<file path="src/rtl/cache_controller.sv">
// cache_controller: write-through, no-write-allocate sequencer between the
// CPU load/store port, a direct-mapped cache array and multi-cycle data memory.
module cache_controller #(
    parameter int ADDRESS_WIDTH = 32,
    parameter int DATA_WIDTH    = 32,
    parameter int CNT_WIDTH     = 32
) (
    input  logic                     clk,
    input  logic                     rst,
    input  logic                     req_valid,
    input  logic                     req_we,
    input  logic [ADDRESS_WIDTH-1:0] req_addr,
    input  logic [DATA_WIDTH-1:0]    req_wdata,
    output logic                     stall,
    output logic [DATA_WIDTH-1:0]    rdata,
    input  logic                     cache_hit,
    input  logic [DATA_WIDTH-1:0]    cache_rdata,
    output logic                     cache_we,
    output logic [DATA_WIDTH-1:0]    cache_wdata,
    output logic                     mem_req,
    output logic                     mem_we,
    output logic [ADDRESS_WIDTH-1:0] mem_addr,
    output logic [DATA_WIDTH-1:0]    mem_wdata,
    input  logic                     mem_ready,
    input  logic [DATA_WIDTH-1:0]    mem_rdata,
    output logic [CNT_WIDTH-1:0]     hit_count,
    output logic [CNT_WIDTH-1:0]     miss_count
);

    typedef enum logic [1:0] {
        IDLE,
        RD_MISS,
        WR_THRU
    } state_t;

    state_t state;
    state_t state_nx;

    logic hit_inc;
    logic miss_inc;
    logic latch_addr;
    logic latch_wdata;

    // While reset is asserted every output holds its idle value, even
    // though the CPU may still be presenting a request.
    always_comb begin
        state_nx    = state;
        stall       = 1'b0;
        rdata       = '0;
        cache_we    = 1'b0;
        cache_wdata = '0;
        hit_inc     = 1'b0;
        miss_inc    = 1'b0;
        latch_addr  = 1'b0;
        latch_wdata = 1'b0;
        if (rst) begin
            unique case (state)
                IDLE: begin
                    if (req_valid) begin
                        if (req_we) begin
                            stall       = 1'b1;
                            latch_addr  = 1'b1;
                            latch_wdata = 1'b1;
                            state_nx    = WR_THRU;
                            if (cache_hit) begin
                                cache_we    = 1'b1;
                                cache_wdata = req_wdata;
                            end
                        end else if (cache_hit) begin
                            rdata   = cache_rdata;
                            hit_inc = 1'b1;
                        end else begin
                            stall      = 1'b1;
                            latch_addr = 1'b1;
                            miss_inc   = 1'b1;
                            state_nx   = RD_MISS;
                        end
                    end
                end
                RD_MISS: begin
                    if (mem_ready) begin
                        rdata       = mem_rdata;
                        cache_we    = 1'b1;
                        cache_wdata = mem_rdata;
                        state_nx    = IDLE;
                    end else begin
                        stall = 1'b1;
                    end
                end
                WR_THRU: begin
                    if (mem_ready) begin
                        state_nx = IDLE;
                    end else begin
                        stall = 1'b1;
                    end
                end
                default: begin
                    state_nx = IDLE;
                end
            endcase
        end
    end

    assign mem_req = rst && (state != IDLE);
    assign mem_we  = rst && (state == WR_THRU);

    always_ff @(posedge clk) begin
        if (!rst) begin
            state      <= IDLE;
            mem_addr   <= '0;
            mem_wdata  <= '0;
            hit_count  <= '0;
            miss_count <= '0;
        end else begin
            state <= state_nx;
            if (latch_addr) begin
                mem_addr <= req_addr;
            end
            if (latch_wdata) begin
                mem_wdata <= req_wdata;
            end
            // Counters stick at all-ones rather than wrapping.
            if (hit_inc && (hit_count != '1)) begin
                hit_count <= hit_count + CNT_WIDTH'(1);
            end
            if (miss_inc && (miss_count != '1)) begin
                miss_count <= miss_count + CNT_WIDTH'(1);
            end
        end
    end

endmodule

</file>
<file path="config.mk">
export PLATFORM = sky130hd
export DESIGN_NAME = cache_controller
export DESIGN_NICKNAME = d
export VERILOG_FILES = /design/src/rtl/cache_controller.sv
export SDC_FILE = /design/constraint.sdc
export NUM_CORES = 1
export LEC_CHECK = 0
export CAP_MARGIN = 25
export CORE_ASPECT_RATIO = 0.75
export CORE_MARGIN = 4
export CORE_UTILIZATION = 36
export DETAILED_ROUTE_END_ITERATION = 8
export GPL_TIMING_DRIVEN = 1
export PLACE_DENSITY_LB_ADDON = 0.05
export SLEW_MARGIN = 10
export SYNTH_ARGS = -nofsm -noshare
export SYNTH_HDL_FRONTEND = slang
export SYNTH_SLANG_ARGS = --single-unit
export TNS_END_PERCENT = 5
</file>
<file path="constraint.sdc">
create_clock -name clk -period 2.6 [get_ports clk]
set_input_delay 0.52 -clock clk [delete_from_list [all_inputs] [get_ports clk]]
set_output_delay 0.52 -clock clk [all_outputs]
set_load 0.01 [all_outputs]
</file>
==> implementation parameters, run 1 <==
Parameter                              Value

Detailed routing
  DR iter-0 viols    582
  Drt drc    0
  Routed via count    7915
  Final Routed Wirelength    25680 um
  Detailed Routing Iterations Pass 1    5
  Routed len/inst    16.99 um
  Remaining antenna violation count    0
  Via/cell ratio    5.235

Setup path
  Worst setup path startpoint    state[1]
  Top cell family by delay on the critical path    buffers and inverters
  Critical path, cell by cell    inv_2, buf_4, ha_2, and2_4, bufbuf_16, nand2_1, a21oi_2, clkdlybuf4s15_2
  Largest stage delay on the critical path    320 ps
  Required time of the critical path    2080 ps
  Category of the worst setup path launch point    flip-flop
  Crit path capture type    output pin
  Buffer and inverter count on the worst path    4
  Depth of the critical timing path with buffers and inverters included    8
  Crit Path Max Fanout    13
  CP arrival    2110 ps
  Count of cells along the worst register-to-register path    7
  Launch instance of the worst register-to-register path    state[1]
  Slowest-stage cell, CP    dfxtp_2
  Crit path kind    flip-flop to output pin

Global routing
  Number of global-route vias before repair    7246
  Pin count of the biggest net entering global routing    65
  First-pass GRT wire length    38760 um
  Antenna violations before repair    1
  Total routing usage reported by global routing    24.34%
  Gr ovfl total    0

Power
  Switching share of power    27.24%
  Cell-internal power    0.003970 W
  Gate power share    20.5%
  Worst VDD drop    326.9 uV
  Switching component of the power    0.001486 W
  Power density over the cells    499.1 nW/um2
  Static leakage    3.841 nW
  Power after layout    0.005456 W
  Clock network power share    40.7%
  Sequential power share    38.9%

Synth
  Post-synthesis cell type count    39
  Yosys warns    0
  Proportion of register bits with asynchronous set or reset after synthesis    0%
  Synth area leaders    dfxtp_1, nand2_1, a21oi_1
  Top cell type's share of synthesized area    40.66%
  Post-Syn Area    6401 um2
  Leading post-synthesis cells by instance count    nand2_1, a21oi_1, dfxtp_1
  Synthesized flop and latch total    130
  Leading cell type by number of instances after synthesis    nand2_1
  Cell type with the highest aggregate area in the netlist    dfxtp_1
  Gate Count Post-Synth    893
  Portion of the post-synthesis area used by sequential elements    40.66%
  Per-instance average area after synthesis    7.168 um2
  Number of enable flip-flop cells after synthesis    0
  Post-Syn Nets    1033
  Prevailing post-synth register cell    dfxtp_1

Run
  Number of maximum-capacitance constraint violations    0

Place
  Final RePlAce weighted congestion    0.8625
  Standard cell area after detailed placement    10380 um2
  Count of placed standard cells including taps    1471
  HPWL reported at the end of detailed placement    18520 um
  Worst slack at placement    -556.4 ps
  IO Port Bufs    329

Finish
  Core occupancy in the finished layout    63.81%
  Post-route design area    10930 um2
  Nets    1404
  Number of standard cells in the layout, taps in and fillers out    1512
  Fraction of final layout cells sized beyond drive strength 1    16.14%
  Count of antenna diodes in the layout    0
  Synth-to-Final Area Change    70.80%
  Fill count    1573

STA
  Final period utilization    101.1%
  Setup violation total in the final timing report    1
  Actual transition at the worst max-transition pin    629.5 ps
  Shortest period the worst path allows    2627 ps
  Setup skew after layout    9.677 ps
  Final WS setup    -27.41 ps
  Max_slew headroom    58.03%
  Endpoints failing hold    0
  Pins Over Slew Limit    0
  Timing-limited maximum frequency    380.6 MHz
  RSZ-0062 raised after global routing    yes

Clock network
  Worst-path clk slew    60 ps
  Sink Count    130
  Clk Latency, worst-skew pair    420 ps
  Number of buffers inserted during clock tree synthesis    17
  Clock root cell    clkbuf_16
  Buffers from clock root to sink, at most    2
  H-Tree Depth    4
  TritonCTS clock tree    done

Outcome
  Status    finished, violations left
  Failing checks    negative setup slack

Worst hold path
  Path category of the worst min-delay check    flip-flop to flip-flop
  Cells on Worst Hold Path    2
  Worst hold start    mem_addr[4]

Floorplanning
  Die width    162.0 um
  Area of the core    17130 um2
  Initial Utilization    37.36%
  Die span in y    123.5 um
  Die outline area    20000 um2
  Count of boundary I/O pins    330
  Floorplan row count    41
[cells by family after synthesis]
logic type | count (synthesis) | share of synthesized area (%)
buffers and inverters | 73 | 4.515
multiplexers | 7 | 1.114
adder cells (fa/ha/maj) | 6 | 1.173
AND/OR/NAND/NOR | 429 | 31.39
AO/OA/AOI/OAI | 243 | 20.47
XOR/XNOR | 5 | 0.6841
flip-flops | 130 | 40.66
[worst reg2reg max path, cell delays in order (launching register included)]
cell       delay, ps
dfxtp_2          320
inv_2             70
ha_4             140
nand4bb_1        170
or4_4            560
or4_4            560
or4_1            440
mux2i_1          140
[cell type report]
| type | count | area, um2 | share of cell area, % |
|---|---|---|---|
| timing repair buffer | 412 | 3820 | 34.94 |
| multi-input combinational | 690 | 3620 | 33.11 |
| sequential | 130 | 2605 | 23.83 |
| clock buffer | 18 | 429.2 | 3.925 |
| tap | 236 | 295.3 | 2.701 |
| clock inverter | 13 | 115.1 | 1.053 |
| inverter | 13 | 48.80 | 0.4463 |
[stage by stage]
stage | setup TNS [ps] | hold WS [ps]
2_1_floorplan | 0 | 480.2
3_3_place_gp | -25630 | 441.9
3_5_place_dp | -27320 | 447.4
4_1_cts | -396.3 | 455.2
5_1_grt | -371.1 | 472.6
6_report | -27.41 | 451.3
[power by group through the flow]
stage	registers (W)	logic [W]	clock network [W]
finish	0.00212	0.00112	0.00222
global route	0.00213	0.00120	0.00235
CTS	0.00212	0.00110	0.00226
detailed placement	0.00216	0.00108	0
global placement	0.00216	0.00108	0
floorplan	0.00220	0.000353	0
[final timing paths]
kind                            slack, ps               to
worst max-delay path                  -30  cache_wdata[29]
worst max register to register        100   miss_count[31]
worst min register to register        450      mem_addr[4]
worst min-delay path                  450      mem_addr[4]
[per-layer routing]
layer	wire length (um)	GRT usage, %
met5	12	0
met4	551	7.871
met3	2220	7.764
met2	11950	38.71
met1	10950	31.66
[flip-flops by register name, indices dropped and copies added, names as in the netlist]
register / flops
mem_addr: 32
mem_wdata: 32
hit_count: 32
miss_count: 32
state: 2
[timing repair]
action,4_1_cts,5_1_grt
setup endpoints to repair,72,77
pin swaps,4,5
hold buffers,0,0
gates cloned,3,1
resized for setup,197,63
setup buffers,5,1
[cells in the final DEF (no fill, tap or decap), types with 18 or more instances in the layout]
master	count
clkdlybuf4s50_1	259
nand2_1	258
a21oi_1	136
dfxtp_1	128
buf_4	66
o21ai_0	61
buf_2	34
or3_1	31
nand3_1	30
or4_1	24
o31ai_1	22
clkbuf_2	20
nor2_1	19
clkbuf_16	18
(Power assumes the default switching activity.)
==> run 2: changes to the inputs <==
--- a/config.mk
+++ b/config.mk
@@ -5,13 +5,14 @@
 export SDC_FILE = /design/constraint.sdc
 export NUM_CORES = 1
 export LEC_CHECK = 0
+export ABC_CLOCK_PERIOD_IN_PS = 2600
 export CAP_MARGIN = 25
 export CORE_ASPECT_RATIO = 0.75
 export CORE_MARGIN = 4
 export CORE_UTILIZATION = 36
 export DETAILED_ROUTE_END_ITERATION = 8
 export GPL_TIMING_DRIVEN = 1
-export PLACE_DENSITY_LB_ADDON = 0.05
+export PLACE_DENSITY = 0.77
 export SLEW_MARGIN = 10
 export SYNTH_ARGS = -nofsm -noshare
 export SYNTH_HDL_FRONTEND = slang
==> implementation parameters, run 2 (synthesis gave the netlist of run 1 again) <==
Parameter                              Value

Outcome
  Status    completed

Setup path
  Launch instance of the worst register-to-register path    state[0]
  Crit path capture type    output pin
  Crit Path Max Fanout    9 (-4)
  Category of the worst setup path launch point    flip-flop
  Crit path kind    flip-flop to output pin
  Endpoint of the lowest-slack register-to-register path    miss_count[31]
  Worst setup path startpoint    state[0]
  Slowest-stage cell, CP    dfxtp_2
  CP Capture Point    cache_wdata[3]
  CP arrival    2040 ps (-70 ps)
  Count of cells along the worst register-to-register path    7 (unchanged)
  Top cell family by delay on the critical path    buffers and inverters
  Required time of the critical path    2080 ps (about the same)
  Buffer and inverter count on the worst path    4 (unchanged)
  Worst setup slack for register-to-register paths    160 ps (+60 ps)
  Critical path, cell by cell    inv_2, ha_4, buf_8, and4_4, buf_16, nand2_1, a21oi_1, clkdlybuf4s15_1
  Depth of the critical timing path with buffers and inverters included    8 (unchanged)
  Largest stage delay on the critical path    320 ps (about the same)

Power
  Worst VDD drop    311.8 uV (-4.6%)
  Static leakage    3.822 nW (-0.49%)
  Power after layout    0.005634 W (+3.3%)
  Power density over the cells    518.3 nW/um2 (+3.9%)

Place
  Final RePlAce weighted congestion    0.9050 (+4.9%)
  Worst slack at placement    -554.1 ps (+2.338 ps)
  Count of placed standard cells including taps    1461 (-0.68%)
  IO Port Bufs    329 (unchanged)
  HPWL reported at the end of detailed placement    19620 um (+5.9%)

Clock network
  Worst-path clk slew    60 ps (about the same)
  Sink Count    130 (unchanged)
  TritonCTS clock tree    done
  Clk Latency, worst-skew pair    420 ps (about the same)
  Buffers from clock root to sink, at most    2 (unchanged)
  Post-CTS Hold Fix Bufs    0 (unchanged)
  Clock root cell    clkbuf_16
  Number of buffers inserted during clock tree synthesis    17 (unchanged)
  H-Tree Depth    4 (unchanged)

Floorplanning
  Floorplan row count    41 (unchanged)
  Initial Utilization    37.36% (unchanged)
  Die outline area    20000 um2 (unchanged)
  Die span in y    123.5 um (unchanged)
  Area of the core    17130 um2 (unchanged)
  Count of boundary I/O pins    330 (unchanged)
  Die width    162.0 um (unchanged)

Worst hold path
  Path category of the worst min-delay check    flip-flop to flip-flop
  Cells on Worst Hold Path    2 (unchanged)

Finish
  Leading cell type in the layout, fill and taps excluded    clkdlybuf4s50_1
  Fraction of final layout cells sized beyond drive strength 1    16.15% (about the same)
  Nets    1390 (-1.0%)
  Most frequent cells in the layout    clkdlybuf4s50_1, nand2_1, a21oi_1
  Fill count    1541 (-2.0%)
  Synth-to-Final Area Change    69.82%
  Number of standard cells in the layout, taps in and fillers out    1501 (-0.73%)

Detailed routing
  DR iter-0 viols    581 (-0.17%)
  Remaining antenna violation count    0 (unchanged)
  Via/cell ratio    5.308 (+1.4%)
  Routed via count    7968 (+0.67%)
  Final Routed Wirelength    26640 um (+3.7%)
  Routed len/inst    17.75 um (+4.5%)
  Drt drc    0 (unchanged)
  Detailed Routing Iterations Pass 1    5 (unchanged)

Global routing
  Pin count of the biggest net entering global routing    97 (+49%)
  Number of global-route vias before repair    7393 (+2.0%)
  Gr ovfl total    0 (unchanged)
  First-pass GRT wire length    39830 um (+2.7%)
  Total routing usage reported by global routing    25.11% (+0.76 points)
  Antenna violations before repair    2 (+1)

STA
  RSZ-0062 raised after global routing    yes
  Final period utilization    98.56% (-2.5 points)
  Pins Over Slew Limit    0 (unchanged)
  Final WS setup    37.37 ps (+64.78 ps)
  Hold_ws    451.4 ps (+0.1150 ps)
  Timing-limited maximum frequency    390.2 MHz (+2.5%)
  Actual transition at the worst max-transition pin    921.3 ps (+291.8 ps)
  Shortest period the worst path allows    2563 ps (-64.78 ps)
  Setup TNS    0 ps (+27.41 ps)
  Setup violation total in the final timing report    0 (-1)
  Endpoints failing hold    0 (unchanged)
  Setup skew after layout    8.998 ps (-0.6795 ps)
  Max_slew headroom    38.05% (-20 points)

Run
  Number of maximum-capacitance constraint violations    0 (unchanged)
==> run 2: cell type report <==
class                      instances  area [um2]  area share, %
timing repair buffer             397        3666          33.72
multi-input combinational        691        3655          33.62
sequential                       130        2605          23.96
clock buffer                      18       439.2          4.040
tap                              236       295.3          2.716
clock inverter                    14       156.4          1.439
inverter                          13       48.80         0.4489
antenna                            2       5.005        0.04604
==> run 2: how the worst min path moves through the flow <==
stage	from	to	slack, ps
floorplan	mem_wdata[0]	mem_wdata[0]	480
global placement	mem_addr[21]	mem_addr[21]	440
detailed placement	mem_addr[9]	mem_addr[9]	450
CTS	mem_addr[9]	mem_addr[9]	450
global route	mem_addr[18]	mem_addr[18]	470
finish	mem_addr[21]	mem_addr[21]	450
==> run 2: power by group <==
group          leakage [nW]  switching (W)  internal, W  total (W)
Combinational          2.48       0.000537     0.000561    0.00110
Sequential             1.06      0.0000443      0.00208    0.00212
Clock                 0.285       0.000964      0.00145    0.00241
==> run 2: per-layer routing <==
metal / part of all wire, % / GRT usage [%]
met5: 0 / 0
met4: 3.3 / 9.614
met3: 8.3 / 7.864
met2: 47 / 41.59
met1: 41 / 30.85
==> run 2: stage by stage <==
stage,area (um2),util [%]
final,10870,63.44
after global routing,10870,63.44
after CTS,10860,63.37
after detailed placement,10330,60.31
after global placement,10330,60.31
after floorplan,6401,-
==> run 2: repair_timing <==
action,in CTS,in global routing
gates resized for setup,251,43
hold endpoints to repair,0,0
setup endpoints to repair,73,58
pin swaps,3,10
cloned,3,1
buffers inserted,2,0
==> run 2: tightest hold or removal path: stages, from the launching register on <==
cell and delay [ps]:
dfxtp_1 310, nand2_1 50, a21oi_1 50
